$ cat config.mk
export PLATFORM = sky130hd
export DESIGN_NAME = event_reader
export DESIGN_NICKNAME = d
export VERILOG_FILES = /design/src/rtl/qn_event_pkg.sv /design/src/rtl/hdr_check.sv /design/src/rtl/event_reader.sv
export SDC_FILE = /design/constraint.sdc
export NUM_CORES = 1
export LEC_CHECK = 0
export CAP_MARGIN = 40
export CORE_UTILIZATION = 50
export DETAILED_ROUTE_END_ITERATION = 12
export MAX_ROUTING_LAYER = met4
export PLACE_DENSITY_LB_ADDON = 0.15
export SKIP_CTS_REPAIR_TIMING = 1
export SYNTH_ARGS = -nofsm -noshare
export SYNTH_HDL_FRONTEND = slang
export SYNTH_SLANG_ARGS = --single-unit
$ cat constraint.sdc
create_clock -name clk100 -period 5.8 [get_ports clk100]
set_clock_uncertainty 0.05 [all_clocks]
set_input_delay 1.45 -clock clk100 [delete_from_list [all_inputs] [get_ports clk100]]
set_output_delay 1.45 -clock clk100 [all_outputs]
set_load 0.01 [all_outputs]
$ cat src/rtl/qn_event_pkg.sv
// rtl/qn_event_pkg.sv - shared constants, layer codes and state encoding for event_reader
package qn_event_pkg;

    localparam int         WORDS_PER_EVENT = 32;
    localparam logic [7:0] NO_HIT          = 8'hFF;
    localparam int         TIMEOUT         = 1024;

    localparam logic [4:0] LAYER_3A = 5'b11000;
    localparam logic [4:0] LAYER_3B = 5'b11001;
    localparam logic [4:0] LAYER_4A = 5'b00100;
    localparam logic [4:0] LAYER_4B = 5'b00101;

    typedef enum logic [1:0] {
        ST_IDLE,
        ST_FILL,
        ST_HOLD,
        ST_RESYNC
    } reader_state_t;

    // Header expected for word index idx: {layer code, tube}, eight tubes per layer
    function automatic logic [7:0] expected_hdr(input logic [4:0] idx);
        logic [4:0] code;
        case (idx[4:3])
            2'd0:    code = LAYER_3A;
            2'd1:    code = LAYER_3B;
            2'd2:    code = LAYER_4A;
            default: code = LAYER_4B;
        endcase
        return {code, idx[2:0]};
    endfunction

endpackage

$ cat src/rtl/hdr_check.sv
// rtl/hdr_check.sv - compares a word header against the header expected at a word index
module hdr_check
    import qn_event_pkg::*;
(
    input  logic [4:0] idx,
    input  logic [7:0] hdr,
    output logic       match,
    output logic       is_index0
);

    assign match     = (hdr == expected_hdr(idx));
    assign is_index0 = (hdr == expected_hdr(5'd0));

endmodule

$ cat src/rtl/event_reader.sv
// rtl/event_reader.sv - reassembles 32-word tube events from a 1-cycle-latency word FIFO
module event_reader #(
    parameter int         WORDS_PER_EVENT = qn_event_pkg::WORDS_PER_EVENT,
    parameter logic [7:0] NO_HIT          = qn_event_pkg::NO_HIT,
    parameter int         TIMEOUT         = qn_event_pkg::TIMEOUT
) (
    input  logic                         clk100,
    input  logic                         rst_n,
    input  logic                         RD_EMPTY,
    input  logic                         RD_VALID,
    input  logic [15:0]                  OTUBE,
    output logic                         RD_EN,
    output logic [8*WORDS_PER_EVENT-1:0] ev_data,
    output logic [WORDS_PER_EVENT-1:0]   ev_hits,
    output logic                         ev_valid,
    input  logic                         ev_ready,
    output logic                         err_seq,
    output logic [7:0]                   err_count
);
    import qn_event_pkg::*;

    localparam int IDX_W = $clog2(WORDS_PER_EVENT);
    localparam int TMO_W = $clog2(TIMEOUT + 1);

    reader_state_t    state;
    logic [IDX_W-1:0] recv_cnt;
    logic [TMO_W-1:0] idle_cnt;
    logic             pending;
    logic [7:0]       hdr;
    logic [7:0]       radius;
    logic             hdr_match;
    logic             hdr_index0;
    logic             word_ok;
    logic             stray_word;
    logic             timed_out;
    logic             err_now;
    logic             store_en;
    logic [IDX_W-1:0] store_slot;

    // OTUBE[4:0] layer code, OTUBE[7:5] tube, OTUBE[15:8] radius
    assign hdr    = {OTUBE[4:0], OTUBE[7:5]};
    assign radius = OTUBE[15:8];

    hdr_check u_hdr_check (
        .idx       (5'(recv_cnt)),
        .hdr       (hdr),
        .match     (hdr_match),
        .is_index0 (hdr_index0)
    );

    assign word_ok    = RD_VALID && pending;
    assign stray_word = RD_VALID && !pending;
    assign timed_out  = (state == ST_FILL) && (recv_cnt != '0) && !word_ok
                        && (idle_cnt == TMO_W'(TIMEOUT - 1));
    assign err_now    = stray_word || timed_out
                        || (word_ok && (state == ST_FILL) && !hdr_match);

    // Reads keep flowing while resynchronising so the stream can be scanned for a new start
    assign RD_EN = rst_n && ((state == ST_FILL) || (state == ST_RESYNC))
                   && !RD_EMPTY && !pending;

    always_comb begin
        store_en   = 1'b0;
        store_slot = recv_cnt;
        if (word_ok && (state == ST_FILL) && hdr_match) begin
            store_en = 1'b1;
        end else if (word_ok && ((state == ST_FILL) || (state == ST_RESYNC)) && hdr_index0) begin
            store_en   = 1'b1;
            store_slot = '0;
        end
    end

    always_ff @(posedge clk100 or negedge rst_n) begin
        if (!rst_n) begin
            state     <= ST_FILL;
            recv_cnt  <= '0;
            idle_cnt  <= '0;
            pending   <= 1'b0;
            ev_data   <= '1;
            ev_hits   <= '0;
            ev_valid  <= 1'b0;
            err_seq   <= 1'b0;
            err_count <= 8'd0;
        end else begin
            pending <= RD_EN ? 1'b1 : (RD_VALID ? 1'b0 : pending);
            err_seq <= err_now;
            if (err_now && (err_count != 8'hFF)) begin
                err_count <= err_count + 8'd1;
            end
            if (store_en) begin
                ev_data[8*store_slot +: 8] <= radius;
                ev_hits[store_slot]        <= (radius != NO_HIT);
            end

            case (state)
                ST_FILL: begin
                    if (word_ok) begin
                        idle_cnt <= '0;
                        if (hdr_match) begin
                            if (recv_cnt == IDX_W'(WORDS_PER_EVENT - 1)) begin
                                state    <= ST_HOLD;
                                ev_valid <= 1'b1;
                            end else begin
                                recv_cnt <= recv_cnt + 1'b1;
                            end
                        end else if (hdr_index0) begin
                            recv_cnt <= IDX_W'(1);
                        end else begin
                            recv_cnt <= '0;
                            state    <= ST_RESYNC;
                        end
                    end else if (timed_out) begin
                        recv_cnt <= '0;
                        idle_cnt <= '0;
                    end else if (recv_cnt != '0) begin
                        idle_cnt <= idle_cnt + 1'b1;
                    end else begin
                        idle_cnt <= '0;
                    end
                end
                ST_HOLD: begin
                    if (ev_valid && ev_ready) begin
                        ev_valid <= 1'b0;
                        recv_cnt <= '0;
                        idle_cnt <= '0;
                        state    <= ST_FILL;
                    end
                end
                ST_RESYNC: begin
                    if (word_ok && hdr_index0) begin
                        recv_cnt <= IDX_W'(1);
                        idle_cnt <= '0;
                        state    <= ST_FILL;
                    end
                end
                default: begin
                    recv_cnt <= '0;
                    idle_cnt <= '0;
                    state    <= ST_FILL;
                end
            endcase
        end
    end

endmodule

==> results.cfg <==
[synthesis]
syn_nets = 1133
netlist_instances = 1102
ys_top_cells_by_area = dfstp_2 (47%), mux2_2 (17%), dfrtp_1 (10%), o31ai_1 (4.2%), o21ai_0 (2.3%)
yosys.area.top_type = dfstp_2
ys_types = 74
async_reset_ff_share_pct = 100
syn_avg_cell_area_sq_um = 13.1
yosysSeqAreaShare_pct = 57.4
ys.flop_type = dfstp_2
synth_edf_count = 0
synth_warnings = 0
yosysTopAreaCellShare_pct = 46.9
synth_area_sq_um = 14400
synth-seq-cells = 317

[clock_tree]
clk_transition_reported_paths_ns = 0.06
clkSinkCount = 317
clk_root_buffer_cell = clkbuf_16
cts_tree = done
clkLatencyLatePin_ns = 0.52
clockBufferDepth = 3
ctsHtreeMaxLevel = 2
cts_buffers = 34

[worst_setup_path]
crit_type = in2reg
start_kind = primary input
path_cells = clkdlybuf4s50_1 > nand4bb_4 > a2111o_1 > o31a_1 > nor2_1 > inv_1 > ha_1 > inv_1 > nor2_1 > ha_1 > a211oi_1 > nand2_1 > or3_1 > mux2_4
reg2regPathDepth = 13
critPathSlowestCell = or3_1
endpoint_kind = flip-flop
arrival_ns = 5.65
cpPeakStageDelay_ns = 0.69
cp.required_ns = 6.19
cp_top_family = simple AND/OR/NAND/NOR gates
cp_num_buf_inv = 3
cp_max_fo = 8
rr_startpoint = recv_cnt[3]
reg2reg_setup_slack_ns = 1.28
crit-reg2reg-capture = ev_data[230]

[worst_hold_path]
holdPathStages = 2
min_to = ev_data[14]
worstHoldStart = ev_data[14]
min_path_type = reg2reg

[placement]
place_ws_ns = 0.0337
gp_congestion = 0.883
port_buffers = 319
dp_hpwl_um = 28700

[floorplan]
initial_core_util_pct = 51.4
fp.coreArea_sq_um = 28000
die_h_um = 172
ios = 320
fp.dieW_um = 172
die_area_sq_um = 29500
rows = 61

[sta]
grt_setup_unrepaired = no
finalHoldViolations = 0
timing.final.ws_setup_ns = 0.533
slew_viol_final = 0
maxSlewHeadroom_pct = 36.4
period_needed_ns = 5.27
fin_tns_setup_ns = 0
setup_viol = 0
whs_ns = 0.439
tightestPinTransition_ns = 0.941
max_freq_mhz = 190
post-route-period-util_pct = 90.8

[global_route]
antenna_found_initial = 1
grt_max_degree = 170
grt_overflow = 0
grt_pass1_vias = 10800
grt.total_usage_pct = 28.9
grt_pass1_wl_um = 62600

[routing]
wl_um = 41200
drt_iter0_drc = 919
viasPerCell = 5.81
vias = 10600
final_antenna_net_count = 0
drc = 0
dr.pass1.iters = 5
routedWlPerCell_um = 22.5

[final_layout]
area_growth_pct = 33.5
layout.nets = 1456
fill_cells = 2080
drive_gt1_share_pct = 42.5

[job]
max_cap_viol_count = 0

[power_and_ir_drop]
power.density_nw_per_um2 = 279
peakVddDrop_mv = 0.250
power_w = 0.00536
power_leakage_nw = 7.56

[status]
run_status = complete, no violations
[worst reg2reg max path: stages (launching register included)]
cell and delay [ns]:
dfrtp_1 0.68, xor2_1 0.25, or2_2 0.45, o31a_1 0.40, nor2_1 0.17, inv_1 0.09, ha_1 0.20, inv_1 0.11
nor2_1 0.07, ha_1 0.24, a211oi_1 0.33, nand2_1 0.33, or3_1 0.69, mux2_4 0.39
[report_power, final]
group,internal (W),switching (W),leakage (nW)
registers,0.00226,0.0000586,3.47
clock network,0.00123,0.000884,0.540
logic,0.000306,0.000630,3.56
total,0.00379,0.00157,7.56
[state kept, by name (all words and copies together) (netlist names)]
register	flops
pending	1
err_seq	1
err_count	8
state	2
ev_valid	1
ev_data	256
idle_cnt	11
ev_hits	32
recv_cnt	5
[area by class of cell]
| class | instances | area, sq um | share of cell area, % |
|---|---|---|---|
| sequential | 317 | 8250 | 43.0 |
| multi-input combinational | 697 | 5780 | 30.1 |
| timing repair buffer | 362 | 3570 | 18.6 |
| clock buffer | 46 | 976 | 5.08 |
| tap | 378 | 473 | 2.46 |
| clock inverter | 13 | 104 | 0.541 |
| inverter | 13 | 48.8 | 0.254 |
| antenna | 2 | 5.00 | 0.0261 |
[metal layers]
| metal | up-vias | global-route usage (%) | wire [um] |
|---|---|---|---|
| li1 | 4725 | - | - |
| met1 | 5420 | 37.3 | 17200 |
| met2 | 419 | 44.6 | 19300 |
| met3 | 62 | 8.38 | 3660 |
| met4 | 0 | 7.65 | 903 |
| met5 | - | - | 0 |
[cells by family (layout without fill, tap and decap cells)]
kind of cell | after synthesis | in the layout | synth area share [%]
DFF | 317 | 317 | 57.4
and+or+nand+nor | 247 | 247 | 11.0
muxes | 229 | 229 | 18.1
AOI/OAI and AO/OA | 200 | 200 | 9.44
buffers and inverters | 88 | 434 | 2.52
xor gates and xnor gates | 11 | 11 | 0.670
adders and majority gates | 10 | 10 | 0.869
other | 0 | 2 | 0
[cells in the final DEF, fill, tap and decap left out, types with 10 or more instances in the layout]
cell type        instances
o31ai_1                 80
inv_1                   13
or3_1                   18
and2_1                  11
o21ai_0                 66
clkdlybuf4s50_1        318
dfstp_2                257
nand2_1                 27
mux2_2                 218
dfrtp_1                 60
ha_1                    10
nor2b_1                 11
nand3_1                 31
and3_1                  19
nand4b_1                17
a211oi_1                11
a21oi_1                 13
buf_4                   40
clkbuf_16               34
nor2_1                  34
nor3_1                  10
nand4_1                 11
[synthesized netlist by cell type, types with 13 or more instances]
cell type,instances
a21oi_1,13
and3_1,19
clkbuf_1,60
dfrtp_1,60
dfstp_2,257
inv_1,13
mux2_2,218
nand2_1,27
nand3_1,31
nand4b_1,17
nor2_1,34
o21ai_0,66
o31ai_1,80
or3_1,18
[per-stage QoR]
step	utilization, %	instances	area, sq um
2_1_floorplan	-	1102	14400
3_3_place_gp	64.6	1765	18100
3_5_place_dp	64.7	1767	18100
4_1_cts	68.6	1826	19200
5_1_grt	68.6	1827	19200
6_report	68.6	1828	19200
[worst max-delay path by stage]
stage,start,to,cells after the start
2_1_floorplan,OTUBE[6],ev_data[152],16
3_3_place_gp,OTUBE[2],ev_data[230],14
3_5_place_dp,OTUBE[2],ev_data[229],14
4_1_cts,OTUBE[2],ev_data[230],14
5_1_grt,OTUBE[2],ev_data[159],14
6_report,OTUBE[2],ev_data[230],14
(Power assumes the default switching activity.)
==> variant (same flow settings) <==
Remove the register `err_seq`: a continuous assignment takes its place, so the output `err_seq` follows one clock earlier.
--- a/src/rtl/event_reader.sv
+++ b/src/rtl/event_reader.sv
@@ -80,9 +80,7 @@
             ev_hits   <= '0;
             ev_valid  <= 1'b0;
-            err_seq   <= 1'b0;
             err_count <= 8'd0;
         end else begin
             pending <= RD_EN ? 1'b1 : (RD_VALID ? 1'b0 : pending);
-            err_seq <= err_now;
             if (err_now && (err_count != 8'hFF)) begin
                 err_count <= err_count + 8'd1;
@@ -143,4 +141,6 @@
     end
 
+    assign err_seq = err_now;
+
 endmodule
 
Formal check against the unedited RTL: not equivalent (a bounded check fails within 4 cycles, from zero or initial values and one cycle with rst_n low).
==> variant against the original RTL <==
- sequential share of layout area down 0.23 points
- via count grew 0.90%
- synthesized cell count hardly changed
- count of clock-buffer cells in the layout increased by 1
- core utilization up 0.16 points
- worst setup slack lost 0.22 ns
- sequential cell count down 1
- power is 1.2% higher
- design area increased by 0.23%
- hold slack improved by 0.0034 ns
- routed wire length rose by 1.9%
- area after synthesis shrank 0.17%
- global-route usage grew 0.30 points
==> variant: results (changes against the original RTL) <==
Hold path
  – Hold path depth: 2 (unchanged)
  – Worst Min Path Start: ev_data[25] (was ev_data[14])

Cells and area
  – Nets: 1,463 (was 1,456)
  – Fin cells: 1,833 (was 1,828)
  – # diodes: 0 (was 2)
  – Layout fillers: 2,073 (was 2,080)
  – Layout cells sized above 1: 42.3% (was 42.5%)

Logic synthesis
  – Cells after Synth: 1,101 (was 1,102)
  – Synth area leaders: dfstp_2, mux2_2, dfrtp_1 (unchanged)
  – Post-synth EDFFs: 0 (unchanged)
  – Sequential fraction of the synthesis area: 57.3% (was 57.4%)

Setup path
  – R2R setup slack: 1.34 ns (was 1.28 ns)
  – Crit-path max cell delay: 0.56 ns (was 0.69 ns)
  – Worst Setup EP: err_seq (was ev_data[230])
  – CP max stage cell: clkdlybuf4s50_1 (was or3_1)
  – Worst R2R End: ev_data[114] (was ev_data[230])
  – Worst-case reg-to-reg path depth: 14 (was 13)
  – Top delay family on crit path: buffers and inverters (was simple AND/OR/NAND/NOR gates)
  – Worst Setup SP: OTUBE[4] (was OTUBE[2])

Global routing
  – Total GRT Usage: 29.2% (was 28.9%)
  – Initial antenna violation count: 0 (was 1)
  – Pin count of the biggest net entering global routing: 69 (was 170)

Placement
  – Placement Cell Area: 18,100 um2 (about the same)
  – Pre-CTS WS: 0.0640 ns (was 0.0337 ns)
  – Post-DP HPWL: 29,300 um (was 28,700 um)
  – GPL Wtd Cong: 0.892 (was 0.883)

Route
  – Drt via density: 5.85 (was 5.81)
  – Drt initial violations: 899 (was 919)
  – Final wirelength: 42,000 um (was 41,200 um)

STA
  – WHS: 0.442 ns (was 0.439 ns)
  – Tightest Pin Transition: 0.864 ns (was 0.941 ns)
  – Worst setup margin: 0.308 ns (was 0.533 ns)

Status
  – Run status: finished, final reports clean (unchanged)

Power
  – Peak VDD IR: 237 uV (was 250 uV)

Clock tree
  – CTS Buf Count: 35 (was 34)
  – Root buffer cell: clkbuf_16 (unchanged)
[variant: changes by cell type after synthesis]
cell | unedited run | this run
dfrtp_1 | 60 | 59
[variant: logic make-up (layout without fill, tap and decap cells)]
| group | Yosys count | count (layout) | share of synthesized area [%] |
|---|---|---|---|
| mux | 229 | 229 | 18.1 |
| xor+xnor | 11 | 11 | 0.671 |
| simple gates | 247 | 247 | 11.0 |
| flops | 316 | 316 | 57.3 |
| compound gates | 200 | 200 | 9.46 |
| buf+inv | 88 | 442 | 2.53 |
| fa+ha+maj | 10 | 10 | 0.871 |
[variant: layout make-up]
class                      instances  area, um2  share of cell area [%]
clock inverter                    13        166                   0.864
sequential                       316       8230                    42.7
clock buffer                      47        941                    4.89
inverter                          13       48.8                   0.253
timing repair buffer             369       3610                    18.8
multi-input combinational        697       5780                    30.0
tap                              378        473                    2.46
[variant: worst reg2reg max path, stage by stage (launching register included)]
cell	delay, ns
dfrtp_1	0.66
xor2_1	0.24
or2_2	0.44
o31a_1	0.34
nor2_1	0.19
inv_1	0.10
ha_1	0.20
inv_1	0.11
nor2_1	0.07
ha_1	0.40
buf_4	0.26
nand4_1	0.14
buf_4	0.24
or3b_1	0.60
mux2_2	0.37
[variant: metal layers]
metal | wire (um) | vias to the layer above | part of all wire (%) | GRT usage, %
met1 | 17500 | 5446 | 42 | 38.0
met5 | 0 | - | 0 | -
met3 | 3420 | 86 | 8.1 | 7.50
met2 | 19700 | 449 | 47 | 44.4
met4 | 1300 | 0 | 3.1 | 10.1
li1 | - | 4741 | - | -
[variant: power by group]
group          switching, uW  leakage [uW]  total, uW  internal, uW
clock network            872      0.000545       2190          1310
registers               59.2       0.00345       2310          2250
logic                    635       0.00359        933           297
